==> src/rtl/lif_input_sched.sv <==
// ---------------------------------------------------------------------------
// lif_input_sched
//
// Input scheduler for a single leaky-integrate-and-fire neuron. Four synaptic
// requesters compete for the neuron's input port through a round-robin
// arbiter. The scheduler also:
//   - forwards threshold loads to the neuron,
//   - holds off input for a refractory period after the neuron spikes,
//   - optionally injects one recurrent self-input once the refractory
//     period has ended.
//
// Ports
//   clk            clock, all state changes on the rising edge
//   rst_n          synchronous active-low reset
//   req_valid[4]   per-requester spike request
//   req_wspike[12] per-requester weight, requester k uses bits [3k+2:3k]
//   req_ready[4]   per-requester grant (combinational, one-hot or zero)
//   cfg_thres[6]   threshold value to load
//   cfg_load       one-cycle pulse requesting a threshold load
//   refrac_len[4]  refractory length, sampled when a spike is seen
//   recc_en        enable recurrent self-input after refractory
//   recc_w[3]      recurrent spike weight
//   n_spike        spike output from the neuron
//   n_svalid       registered spike-valid to the neuron
//   n_wspike[3]    registered weighted spike to the neuron
//   n_recc         registered, marks a recurrent input
//   n_thres[6]     registered threshold to the neuron
//   n_thres_valid  registered one-cycle threshold-load strobe
//   sched_state[3] current FSM state code
//   grant_cnt[8]   saturating count of accepted requests
// ---------------------------------------------------------------------------
module lif_input_sched (
    input  logic        clk,
    input  logic        rst_n,
    input  logic [3:0]  req_valid,
    input  logic [11:0] req_wspike,
    output logic [3:0]  req_ready,
    input  logic [5:0]  cfg_thres,
    input  logic        cfg_load,
    input  logic [3:0]  refrac_len,
    input  logic        recc_en,
    input  logic [2:0]  recc_w,
    input  logic        n_spike,
    output logic        n_svalid,
    output logic [2:0]  n_wspike,
    output logic        n_recc,
    output logic [5:0]  n_thres,
    output logic        n_thres_valid,
    output logic [2:0]  sched_state,
    output logic [7:0]  grant_cnt
);

    typedef enum logic [2:0] {
        ST_WAIT_CFG = 3'd0,
        ST_LOAD     = 3'd1,
        ST_RUN      = 3'd2,
        ST_REFR     = 3'd3,
        ST_RECC     = 3'd4
    } state_e;

    state_e      state_q, state_d;
    logic [1:0]  rr_ptr_q, rr_ptr_d;
    logic [3:0]  rcnt_q, rcnt_d;
    logic        cfg_pend_q, cfg_pend_d;
    logic [5:0]  thres_pend_q, thres_pend_d;
    logic [7:0]  grant_cnt_q, grant_cnt_d;
    logic        n_svalid_q, n_svalid_d;
    logic [2:0]  n_wspike_q, n_wspike_d;
    logic        n_recc_q, n_recc_d;
    logic [5:0]  n_thres_q, n_thres_d;
    logic        n_thres_valid_q, n_thres_valid_d;

    // A load pulse arriving this very cycle counts as pending, so it wins
    // over a same-cycle spike and suppresses grants immediately.
    logic pend_eff;
    assign pend_eff = cfg_pend_q | cfg_load;

    // ---------------------------------------------------------------------
    // Round-robin arbiter: rotate the request vector so that rr_ptr sits at
    // position 0, pick the lowest set bit, then rotate the index back.
    // ---------------------------------------------------------------------
    logic [1:0] rot_idx    [4];
    logic [2:0] wspike_arr [4];
    logic [3:0] rot_valid;
    logic [1:0] grant_off;
    logic [1:0] grant_idx;
    logic       grant_en;
    logic       handshake;

    genvar gi;
    generate
        for (gi = 0; gi < 4; gi++) begin : g_req
            assign rot_idx[gi]    = rr_ptr_q + 2'(gi);
            assign rot_valid[gi]  = req_valid[rot_idx[gi]];
            assign wspike_arr[gi] = req_wspike[3*gi +: 3];
            assign req_ready[gi]  = grant_en && (grant_idx == 2'(gi));
        end
    endgenerate

    always_comb begin
        grant_off = 2'd0;
        for (int i = 3; i >= 0; i--) begin
            if (rot_valid[i]) begin
                grant_off = 2'(i);
            end
        end
    end

    assign grant_idx = rr_ptr_q + grant_off;
    assign grant_en  = rst_n && (state_q == ST_RUN) && !pend_eff
                       && !n_spike && (|req_valid);
    // req_ready only ever targets a valid requester, so any grant is a
    // completed handshake.
    assign handshake = |req_ready;

    // ---------------------------------------------------------------------
    // Next-state logic
    // ---------------------------------------------------------------------
    always_comb begin
        state_d         = state_q;
        rr_ptr_d        = rr_ptr_q;
        rcnt_d          = rcnt_q;
        cfg_pend_d      = cfg_pend_q | cfg_load;
        thres_pend_d    = cfg_load ? cfg_thres : thres_pend_q;
        grant_cnt_d     = grant_cnt_q;
        n_svalid_d      = 1'b0;
        n_wspike_d      = n_wspike_q;
        n_recc_d        = 1'b0;
        n_thres_d       = n_thres_q;
        n_thres_valid_d = 1'b0;

        case (state_q)
            ST_WAIT_CFG: begin
                if (pend_eff) begin
                    state_d = ST_LOAD;
                end
            end

            ST_LOAD: begin
                state_d         = ST_RUN;
                n_thres_d       = thres_pend_q;
                n_thres_valid_d = 1'b1;
                // A pulse in the LOAD cycle itself re-arms another load.
                cfg_pend_d      = cfg_load;
            end

            ST_RUN: begin
                if (pend_eff) begin
                    state_d = ST_LOAD;
                end else if (n_spike) begin
                    rcnt_d = refrac_len;
                    if (refrac_len != 4'd0) begin
                        state_d = ST_REFR;
                    end else if (recc_en) begin
                        state_d = ST_RECC;
                    end else begin
                        state_d = ST_RUN;
                    end
                end else if (handshake) begin
                    rr_ptr_d    = grant_idx + 2'd1;
                    grant_cnt_d = (grant_cnt_q == 8'hFF) ? grant_cnt_q
                                                         : grant_cnt_q + 8'd1;
                    n_svalid_d  = 1'b1;
                    n_wspike_d  = wspike_arr[grant_idx];
                end
            end

            ST_REFR: begin
                rcnt_d = rcnt_q - 4'd1;
                // rcnt was loaded with the length on entry, so the cycle in
                // which it reads 1 is the last refractory cycle.
                if (rcnt_q <= 4'd1) begin
                    rcnt_d  = 4'd0;
                    state_d = recc_en ? ST_RECC : ST_RUN;
                end
            end

            ST_RECC: begin
                state_d    = ST_RUN;
                n_svalid_d = 1'b1;
                n_wspike_d = recc_w;
                n_recc_d   = 1'b1;
            end

            default: begin
                state_d = ST_WAIT_CFG;
            end
        endcase
    end

    // ---------------------------------------------------------------------
    // State registers
    // ---------------------------------------------------------------------
    always_ff @(posedge clk) begin
        if (!rst_n) begin
            state_q         <= ST_WAIT_CFG;
            rr_ptr_q        <= 2'd0;
            rcnt_q          <= 4'd0;
            cfg_pend_q      <= 1'b0;
            thres_pend_q    <= 6'd0;
            grant_cnt_q     <= 8'd0;
            n_svalid_q      <= 1'b0;
            n_wspike_q      <= 3'd0;
            n_recc_q        <= 1'b0;
            n_thres_q       <= 6'd0;
            n_thres_valid_q <= 1'b0;
        end else begin
            state_q         <= state_d;
            rr_ptr_q        <= rr_ptr_d;
            rcnt_q          <= rcnt_d;
            cfg_pend_q      <= cfg_pend_d;
            thres_pend_q    <= thres_pend_d;
            grant_cnt_q     <= grant_cnt_d;
            n_svalid_q      <= n_svalid_d;
            n_wspike_q      <= n_wspike_d;
            n_recc_q        <= n_recc_d;
            n_thres_q       <= n_thres_d;
            n_thres_valid_q <= n_thres_valid_d;
        end
    end

    assign n_svalid      = n_svalid_q;
    assign n_wspike      = n_wspike_q;
    assign n_recc        = n_recc_q;
    assign n_thres       = n_thres_q;
    assign n_thres_valid = n_thres_valid_q;
    assign sched_state   = state_q;
    assign grant_cnt     = grant_cnt_q;

endmodule

==> config.mk <==
export PLATFORM = sky130hd
export DESIGN_NAME = lif_input_sched
export DESIGN_NICKNAME = d
export VERILOG_FILES = /design/src/rtl/lif_input_sched.sv
export SDC_FILE = /design/constraint.sdc
export NUM_CORES = 1
export LEC_CHECK = 0
export BUFFER_PORTS_ARGS = -buffer_cell sky130_fd_sc_hd__buf_2
export CAP_MARGIN = 30
export CORE_ASPECT_RATIO = 0.5
export CORE_MARGIN = 2
export CORE_UTILIZATION = 51
export DETAILED_ROUTE_END_ITERATION = 8
export GPL_ROUTABILITY_DRIVEN = 1
export PLACE_DENSITY_LB_ADDON = 0.05
export SYNTH_ARGS = -nofsm -noshare
export SYNTH_HDL_FRONTEND = slang
export SYNTH_SLANG_ARGS = --single-unit
==> constraint.sdc <==
create_clock -name clk -period 2.5 [get_ports clk]
set_input_delay 0.125 -clock clk [delete_from_list [all_inputs] [get_ports clk]]
set_output_delay 0.125 -clock clk [all_outputs]
set_load 0.01 [all_outputs]
==> results of run 1 <==
## cells by family (layout without fill, tap and decap cells)
logic type / count (synthesis) / count (layout) / share of synthesized area
simple gates: 88 / 88 / 0.2304
compound gates: 39 / 39 / 0.1467
flops: 36 / 36 / 0.3707
buf+inv: 21 / 83 / 0.05855
mux: 17 / 17 / 0.1068
fa+ha+maj: 8 / 8 / 0.05148
xor+xnor: 7 / 7 / 0.03539
## routing by layer
| metal | vias up | routed length (um) |
|---|---|---|
| met5 | - | 0 |
| met2 | 60 | 1843 |
| met4 | 0 | 8 |
| met1 | 813 | 2049 |
| li1 | 880 | - |
| met3 | 2 | 263 |
## flip-flops by register name, indices dropped and copies added, names as in the netlist, 2 cells and up
name and flops:
n_thres 6, n_wspike 3, sched_state 3, grant_cnt 8, thres_pend_q 6, rcnt_q 4, rr_ptr_q 2
## power breakdown
part | internal [uW] | switching, uW | leakage, uW
sequential | 593 | 23.6 | 0.000293
combinational | 97.2 | 99.8 | 0.000778
clock | 194 | 205 | 0.0000479
total | 884 | 329 | 0.00112
## metrics by stage
| stage | std cells | TNS (ns) | worst slack, ns | area [um^2] |
|---|---|---|---|---|
| after floorplan | 216 | 0 | 0.1686 | 1944 |
| after global placement | 317 | 0 | 0.1468 | 2247 |
| after detailed placement | 317 | 0 | 0.04950 | 2247 |
| after CTS | 327 | 0 | 0.007130 | 2364 |
| after global routing | 329 | -0.4493 | -0.1247 | 2379 |
| final | 329 | 0 | 0.1236 | 2379 |
## cells in the final DEF (no fill, tap or decap), drive strengths merged, types with 5 or more instances in the layout
master,synthesis,final
mux2i,14,14
a21oi,7,7
dfxtp,36,36
nand2b,6,6
o21ai,6,6
nor2,38,38
clkbuf,4,6
ha,8,8
buf,9,66
xnor2,5,5
nand3,7,7
a211oi,5,5
nand2,10,10
inv,7,7
and2,7,7
## how the worst max path moves through the flow
stage	end	from	slack [ns]
6_report	req_ready[0]	rr_ptr_q[0]	0.12
5_1_grt	req_ready[0]	rr_ptr_q[0]	-0.12
4_1_cts	req_ready[0]	rr_ptr_q[0]	0.007
3_5_place_dp	n_wspike[1]	rr_ptr_q[0]	0.05
3_3_place_gp	n_wspike[1]	rr_ptr_q[0]	0.15
2_1_floorplan	n_wspike[0]	rr_ptr_q[0]	0.17
## final cells by class
type,count,area [um^2],area share
Timing Repair Buffer,67,350.3,0.1473
Multi-Input combinational cell,159,1122,0.4719
Inverter,8,30.03,0.01262
Clock buffer,5,68.82,0.02893
Clock inverter,3,18.77,0.007891
Tap cell,51,63.81,0.02683
Sequential cell,36,724.4,0.3046
## critical path: stages, from the launching register on
cell and delay (ns):
dfxtp_4 0.36, or4_1 0.42, o211ai_1 0.13, ha_2 0.22
xnor2_2 0.09, xnor2_2 0.16, buf_4 0.15, ha_1 0.17
and2_1 0.13, buf_2 0.13
## repair_timing
item                                    in CTS  in global routing
setup buffers                                2                  2
resized for setup                            4                  1
pin swaps                                    2                  4
endpoints found under the setup margin       4                  4
endpoints found under the hold margin        0                  0
gates cloned                                 0                  0
==> impl_metrics.toml, run 1 <==
[clock_network]
clock_sinks = 36
cts-root-buf = "clkbuf_8"
clk_path_buf_depth = 2
cts_hold_buf = 0
clk_pin_slew_ns = 0.07
htree_levels = 2
cts-buffers-inserted = 5
insertion_delay_ns = 0.28
cts_tree = "built"

[setup_path]
required_ns = 2.38
r2r_slack_ns = 0.22
crit_arrival_ns = 2.25
r2r_cells = 6
startpoint_type = "register"
crit_fanout = 6
crit_type = "reg2out"
worstSetupEndpointType = "output pin"
timing.rr.end = "n_wspike[1]"
reg2reg_from = "rr_ptr_q[0]"

[global_route]
grt_pass1_vias = 1498
grt.met1_usage = 0.2389
grt_use_met3 = 0.06142
grt.total_usage = 0.1971
grt_max_degree = 25
met2_usage = 0.3556
overflow = 0
grt_pass1_wl_um = 6603
top_usage_layer = "met2"
antenna_found_initial = 0

[synthesis]
async_flop_share = 0
synth_seq_cells = 36
synthTopCellsByCount = "38 x nor2_1, 36 x dfxtp_1, 14 x mux2i_1"
syn_area_um2 = 1944
yosys-top-cells-area = "dfxtp_1 37%, nor2_1 7.3%, mux2i_1 7.2%"
synth.distinct_cells = 46
yosysMostFrequentCell = "nor2_1"
synth_top_area_frac = 0.3707
syn-num-nets = 258
yosysWarnings = 0
ys.flop_type = "dfxtp_1"
synth_edf_count = 0
synthCells = 216
avgSynthCellArea_um2 = 9.002
yosysTopAreaCell = "dfxtp_1"
ys_seq_area_frac = 0.3707

[placement]
port_buffers = 60
gp_congestion = 0.8536
dp_hpwl_um = 3082

[die]
dieArea_um2 = 4352
rows = 15
die_w_um = 91.32
io_pins = 61
start_util = 0.5481
coreArea_um2 = 3547
die_h_um = 47.66

[detailed_routing]
drcViolationCount = 0
via_per_inst = 5.334
wl_per_cell_um = 12.66
drt-initial-drc-count = 76
routed_wl_um = 4165
ant_nets = 0
dr.pass1.iters = 4
vias = 1755

[pwr]
powerDensity_nw_per_um2 = 509.9
p_leak_uw = 0.001119
finalPower_uw = 1213
irDropWorstVdd_mv = 0.3322

[timing]
slew_headroom = 0.6784
finalCritPeriodShare = 0.9506
whs_ns = 0.07701
fin_skew_ns = 0.006996
slew_viol_final = 0
timing.fmax_mhz = 420.8
finalSetupViolCount = 0
finalHoldViolCount = 0
finalCriticalPeriod_ns = 2.376
worst_pin_slew_ns = 0.4814

[worst_hold_path]
hold_path.class = "in2reg"
min_to = "thres_pend_q[2]"
holdPathStages = 3
min_from = "cfg_thres[2]"

[flow_run]
maxCapViolCount = 0

[outcome]
outcome = "finished, final reports clean"

[layout]
utilization = 0.6705
num_antenna_cells = 0
final_layout_size_suffix_gt1_frac = 0.3129
fin_nets = 319
area_delta_synth_final_pct = 22.33
nFillCells = 297
(Power assumes the default switching activity.)
==> inputs of run 2 (changes only) <==
--- a/config.mk
+++ b/config.mk
@@ -9,7 +9,7 @@
 export CAP_MARGIN = 30
 export CORE_ASPECT_RATIO = 0.5
 export CORE_MARGIN = 2
-export CORE_UTILIZATION = 51
+export CORE_UTILIZATION = 25
 export DETAILED_ROUTE_END_ITERATION = 8
 export GPL_ROUTABILITY_DRIVEN = 1
 export PLACE_DENSITY_LB_ADDON = 0.05
==> run 2 against run 1 <==
Die area up 96%. Design area grew 5.6%. Via count fell by 1.8%. Clock power grew 51%. Critical path type unchanged. Largest power group unchanged.
==> impl_metrics.toml, run 2 (synthesis results as in run 1) <==
[outcome]
outcome = "finished, final reports clean"

[setup_path]
crit_cells = 9
worstSetupEndpointType = "output pin"
crit_fanout = 7
crit_type = "reg2out"
path_common_cell = "xnor2_2"
path_buf_inv = 2
worstPathCellList = "or4_4, o211ai_1, ha_2, xnor2_2, xnor2_2, buf_4, ha_1, and2_1, buf_2"
required_ns = 2.38
critical_path.top_delay_family = "simple AND/OR/NAND/NOR gates"
cpMaxStageDelayCell = "or4_4"
r2r_cells = 6
startpoint_type = "register"
crit_arrival_ns = 2.30
critPathMaxStageDelay_ns = 0.52

[clock_network]
cts_hold_buf = 0
cts-root-buf = "clkbuf_16"
clk_path_buf_depth = 2
insertion_delay_ns = 0.28
clk_pin_slew_ns = 0.06
clock_sinks = 36
htree_levels = 2
cts_tree = "built"
cts-buffers-inserted = 5

[global_route]
grt.total_usage = 0.1197
overflow = 0
grt_pass1_wl_um = 7990
grt_pass1_vias = 1667
antenna_found_initial = 0
grt_max_degree = 26

[detailed_routing]
via_per_inst = 4.582
wl_per_cell_um = 12.90
vias = 1723
drcViolationCount = 0
drt-initial-drc-count = 76
ant_nets = 0
dr.pass1.iters = 4
routed_wl_um = 4849

[timing]
slew_headroom = 0.6596
worst_slack_ns = 0.07967
fin_skew_ns = 0.004879
setup_tns_ns = 0
finalCriticalPeriod_ns = 2.420
worst_pin_slew_ns = 0.5095
slew_viol_final = 0
whs_ns = 0.08755
finalSetupViolCount = 0
finalHoldViolCount = 0
timing.fmax_mhz = 413.2
finalCritPeriodShare = 0.9681

[layout]
area_delta_synth_final_pct = 29.21
mostFrequentLayoutCells = "60 x buf_2, 38 x nor2_1, 35 x dfxtp_1"
nFillCells = 806
largest_reg_flops = 8
final_common_cell = "buf_2"
num_antenna_cells = 0
seq_area_um2 = 724.4
fin_nets = 321
multi_input_area_um2 = 1129
fin_area_um2 = 2512
final_layout_size_suffix_gt1_frac = 0.3214

[die]
die_h_um = 66.36
rows = 22
coreArea_um2 = 7432
start_util = 0.2616
die_w_um = 128.7
io_pins = 61
dieArea_um2 = 8542

[pwr]
powerDensity_nw_per_um2 = 567.3
irDropWorstVdd_mv = 0.2788
finalPower_uw = 1425
p_leak_uw = 0.001162

[flow_run]
maxCapViolCount = 0

[placement]
postPlaceCellArea_um2 = 2323
gp_congestion = 0.6983
dp_hpwl_um = 3588
place_ws_ns = 0.1077
port_buffers = 60

[worst_hold_path]
holdPathStages = 3
hold_path.class = "in2reg"
-- run 2: repair_timing --
| action | in CTS | in global routing |
|---|---|---|
| pin swaps | 1 | 1 |
| endpoints found under the setup margin | 4 | 4 |
| buffers inserted | 2 | 2 |
| gates resized for setup | 1 | 4 |
-- run 2: worst paths after layout --
path	from	to	slack (ns)
worst max register to register	rr_ptr_q[0]	n_wspike[1]	0.18
worst max-delay path	rr_ptr_q[0]	req_ready[0]	0.08
worst min register to register	n_thres[2]	n_thres[2]	0.49
worst min-delay path	cfg_thres[3]	thres_pend_q[3]	0.09
-- run 2: metal layers --
metal	vias up	track usage	part of all wire
met1	796	0.1485	0.49
met5	-	0	0
li1	886	-	-
met2	39	0.2024	0.45
met4	0	0.02853	0.0056
met3	2	0.03964	0.051
-- run 2: metrics by stage --
stage          std cells  utilization
2_1_floorplan        216            -
3_5_place_dp         364       0.3126
4_1_cts              374       0.3342
3_3_place_gp         364       0.3126
5_1_grt              376       0.3380
6_report             376       0.3380
-- run 2: layout make-up --
class                           instances  share of cell area
Timing Repair Buffer                   69              0.1454
Inverter                                8             0.01195
Multi-Input combinational cell        159              0.4492
Sequential cell                        36              0.2883
Clock buffer                            5             0.04980
Clock inverter                          3            0.007470
Tap cell                               96             0.04781
-- run 2: report_power, final --
group          total, uW  switching (uW)  internal [uW]
logic                203             103            100
registers            618            23.7            594
clock network        604             238            367
-- run 2: tightest hold or removal path: stages --
cell	delay (ns)
buf_2	0.07
mux2i_1	0.06
nor2_1	0.08
==> inputs of run 3 (changes only) <==
--- a/config.mk
+++ b/config.mk
@@ -7,9 +7,9 @@
 export LEC_CHECK = 0
 export BUFFER_PORTS_ARGS = -buffer_cell sky130_fd_sc_hd__buf_2
 export CAP_MARGIN = 30
-export CORE_ASPECT_RATIO = 0.5
+export CORE_ASPECT_RATIO = 0.8
 export CORE_MARGIN = 2
-export CORE_UTILIZATION = 25
+export CORE_UTILIZATION = 51
 export DETAILED_ROUTE_END_ITERATION = 8
 export GPL_ROUTABILITY_DRIVEN = 1
 export PLACE_DENSITY_LB_ADDON = 0.05
==> constraint.sdc (replaced) <==
create_clock -name clk -period 2.39 [get_ports clk]
set_input_delay 0.1195 -clock clk [delete_from_list [all_inputs] [get_ports clk]]
set_output_delay 0.1195 -clock clk [all_outputs]
set_load 0.01 [all_outputs]
==> run 3 against run 2 <==
Sequential share of layout area increased by 0.41 points. Wire length fell by 15%. Clock skew about the same. Flip-flop and latch count is the same. Critical endpoint is now req_ready[3].
==> impl_metrics.toml, run 3 (synthesis results as in run 1) <==
[setup_path]
crit_fanout = 6
worstSetupEndpointType = "output pin"
startpoint_type = "register"
crit_arrival_ns = 2.20
r2r_slack_ns = 0.17
crit_type = "reg2out"
required_ns = 2.27

[die]
rows = 20
start_util = 0.5215
die_w_um = 73.04
io_pins = 61
coreArea_um2 = 3729
dieArea_um2 = 4326
die_h_um = 59.23

[timing]
finalHoldViolCount = 0
slew_headroom = 0.6634
slew_viol_final = 0
finalCritPeriodShare = 0.9707
finalCriticalPeriod_ns = 2.320
fin_skew_ns = 0.004613
setup_tns_ns = 0
worst_pin_slew_ns = 0.5038
finalSetupViolCount = 0
timing.fmax_mhz = 431.0
worst_slack_ns = 0.07003

[global_route]
grt_pass1_wl_um = 6444
overflow = 0
grt_pass1_vias = 1440
antenna_found_initial = 0
grt.total_usage = 0.1949
grt_max_degree = 19

[layout]
fin_nets = 324
final_layout_size_suffix_gt1_frac = 0.3534
largest_reg_flops = 8
area_delta_synth_final_pct = 27.41
mostFrequentLayoutCells = "59 x buf_2, 38 x nor2_1, 35 x dfxtp_1"
num_antenna_cells = 0
final_common_cell = "buf_2"

[pwr]
p_leak_uw = 0.001159
p_switching_uw = 354.6
powerDensity_nw_per_um2 = 563.1
p_sw_frac = 0.2542
seqPwrFrac = 0.458
p_int_uw = 1041
pwr-share-clk = 0.380
irDropWorstVdd_mv = 0.4782
pwr-share-comb = 0.162

[detailed_routing]
dr.pass1.iters = 5
wl_per_cell_um = 12.66
via_per_inst = 5.324
vias = 1741
drcViolationCount = 0
routed_wl_um = 4139
drt-initial-drc-count = 80
ant_nets = 0

[outcome]
outcome = "finished, final reports clean"

[clock_network]
clock_sinks = 36
cts-buffers-inserted = 5
cts_tree = "built"
insertion_delay_ns = 0.29
htree_levels = 2
clk_path_buf_depth = 2
cts_hold_buf = 0
cts-root-buf = "clkbuf_8"
clk_pin_slew_ns = 0.07

[placement]
dp_hpwl_um = 3006
place_ws_ns = 0.07684
port_buffers = 60
gp_congestion = 0.8432

[flow_run]
maxCapViolCount = 0

[worst_hold_path]
hold_path.class = "in2reg"
[run 3: cell types whose count changed in the layout (fill, tap and decap cells not counted), sizes merged]
cell and change:
buf +4, clkinv -2, bufinv +1, clkbuf -1, clkinvlp +1
[run 3: layout make-up]
class,count,area (um^2)
inverter,8,30.03
fill,336,1251
timing repair buffer,72,396.6
clock buffer,5,68.82
clock inverter,3,42.54
tap,44,55.05
sequential,36,724.4
multi-input combinational,159,1160
[run 3: timing repair]
item | 4_1_cts | 5_1_grt
buffers inserted | 5 | 0
endpoints found under the hold margin | 0 | 0
gates resized for setup | 4 | 10
pin swaps | 4 | 4
setup endpoints to repair | 4 | 4
[run 3: final timing paths]
path                start  cells after the start         endpoint
max           rr_ptr_q[0]                      9     req_ready[3]
min          cfg_thres[2]                      3  thres_pend_q[2]
max reg2reg   rr_ptr_q[0]                      6      n_wspike[2]
min reg2reg  grant_cnt[6]                      2     grant_cnt[6]
[run 3: power groups by stage]
stage | Sequential [uW] | Combinational [uW] | Clock [uW]
global placement | 654 | 211 | 0
finish | 639 | 226 | 530
global route | 643 | 249 | 567
detailed placement | 654 | 212 | 0
floorplan | 654 | 142 | 0
CTS | 639 | 220 | 546
[run 3: critical path, cell delays in order, from the launching register on]
cell and delay, ns:
dfxtp_4 0.37, o311a_1 0.35, o211ai_1 0.18, ha_2 0.22, xnor2_2 0.13, xnor2_2 0.15, inv_1 0.09, ha_2 0.19
and2_1 0.12, buf_2 0.13
[run 3: layer usage]
metal / global-route usage / vias up / part of all wire
met1: 0.2625 / 774 / 0.49
met2: 0.3037 / 68 / 0.43
met3: 0.05442 / 8 / 0.065
met4: 0.06349 / 0 / 0.012
li1: - / 891 / -
met5: 0 / - / 0
[run 3: stage by stage]
stage / instances / power, uW / hold WS [ns] / area (um^2) / util
after floorplan: 216 / 795.9 / 0.2412 / 1944 / -
after global placement: 314 / 864.6 / 0.3599 / 2268 / 0.6084
after detailed placement: 314 / 866.0 / 0.3620 / 2268 / 0.6084
after CTS: 327 / 1405 / 0.05863 / 2431 / 0.6520
after global routing: 327 / 1458 / 0.06600 / 2477 / 0.6644
final: 327 / 1395 / 0.06128 / 2477 / 0.6644
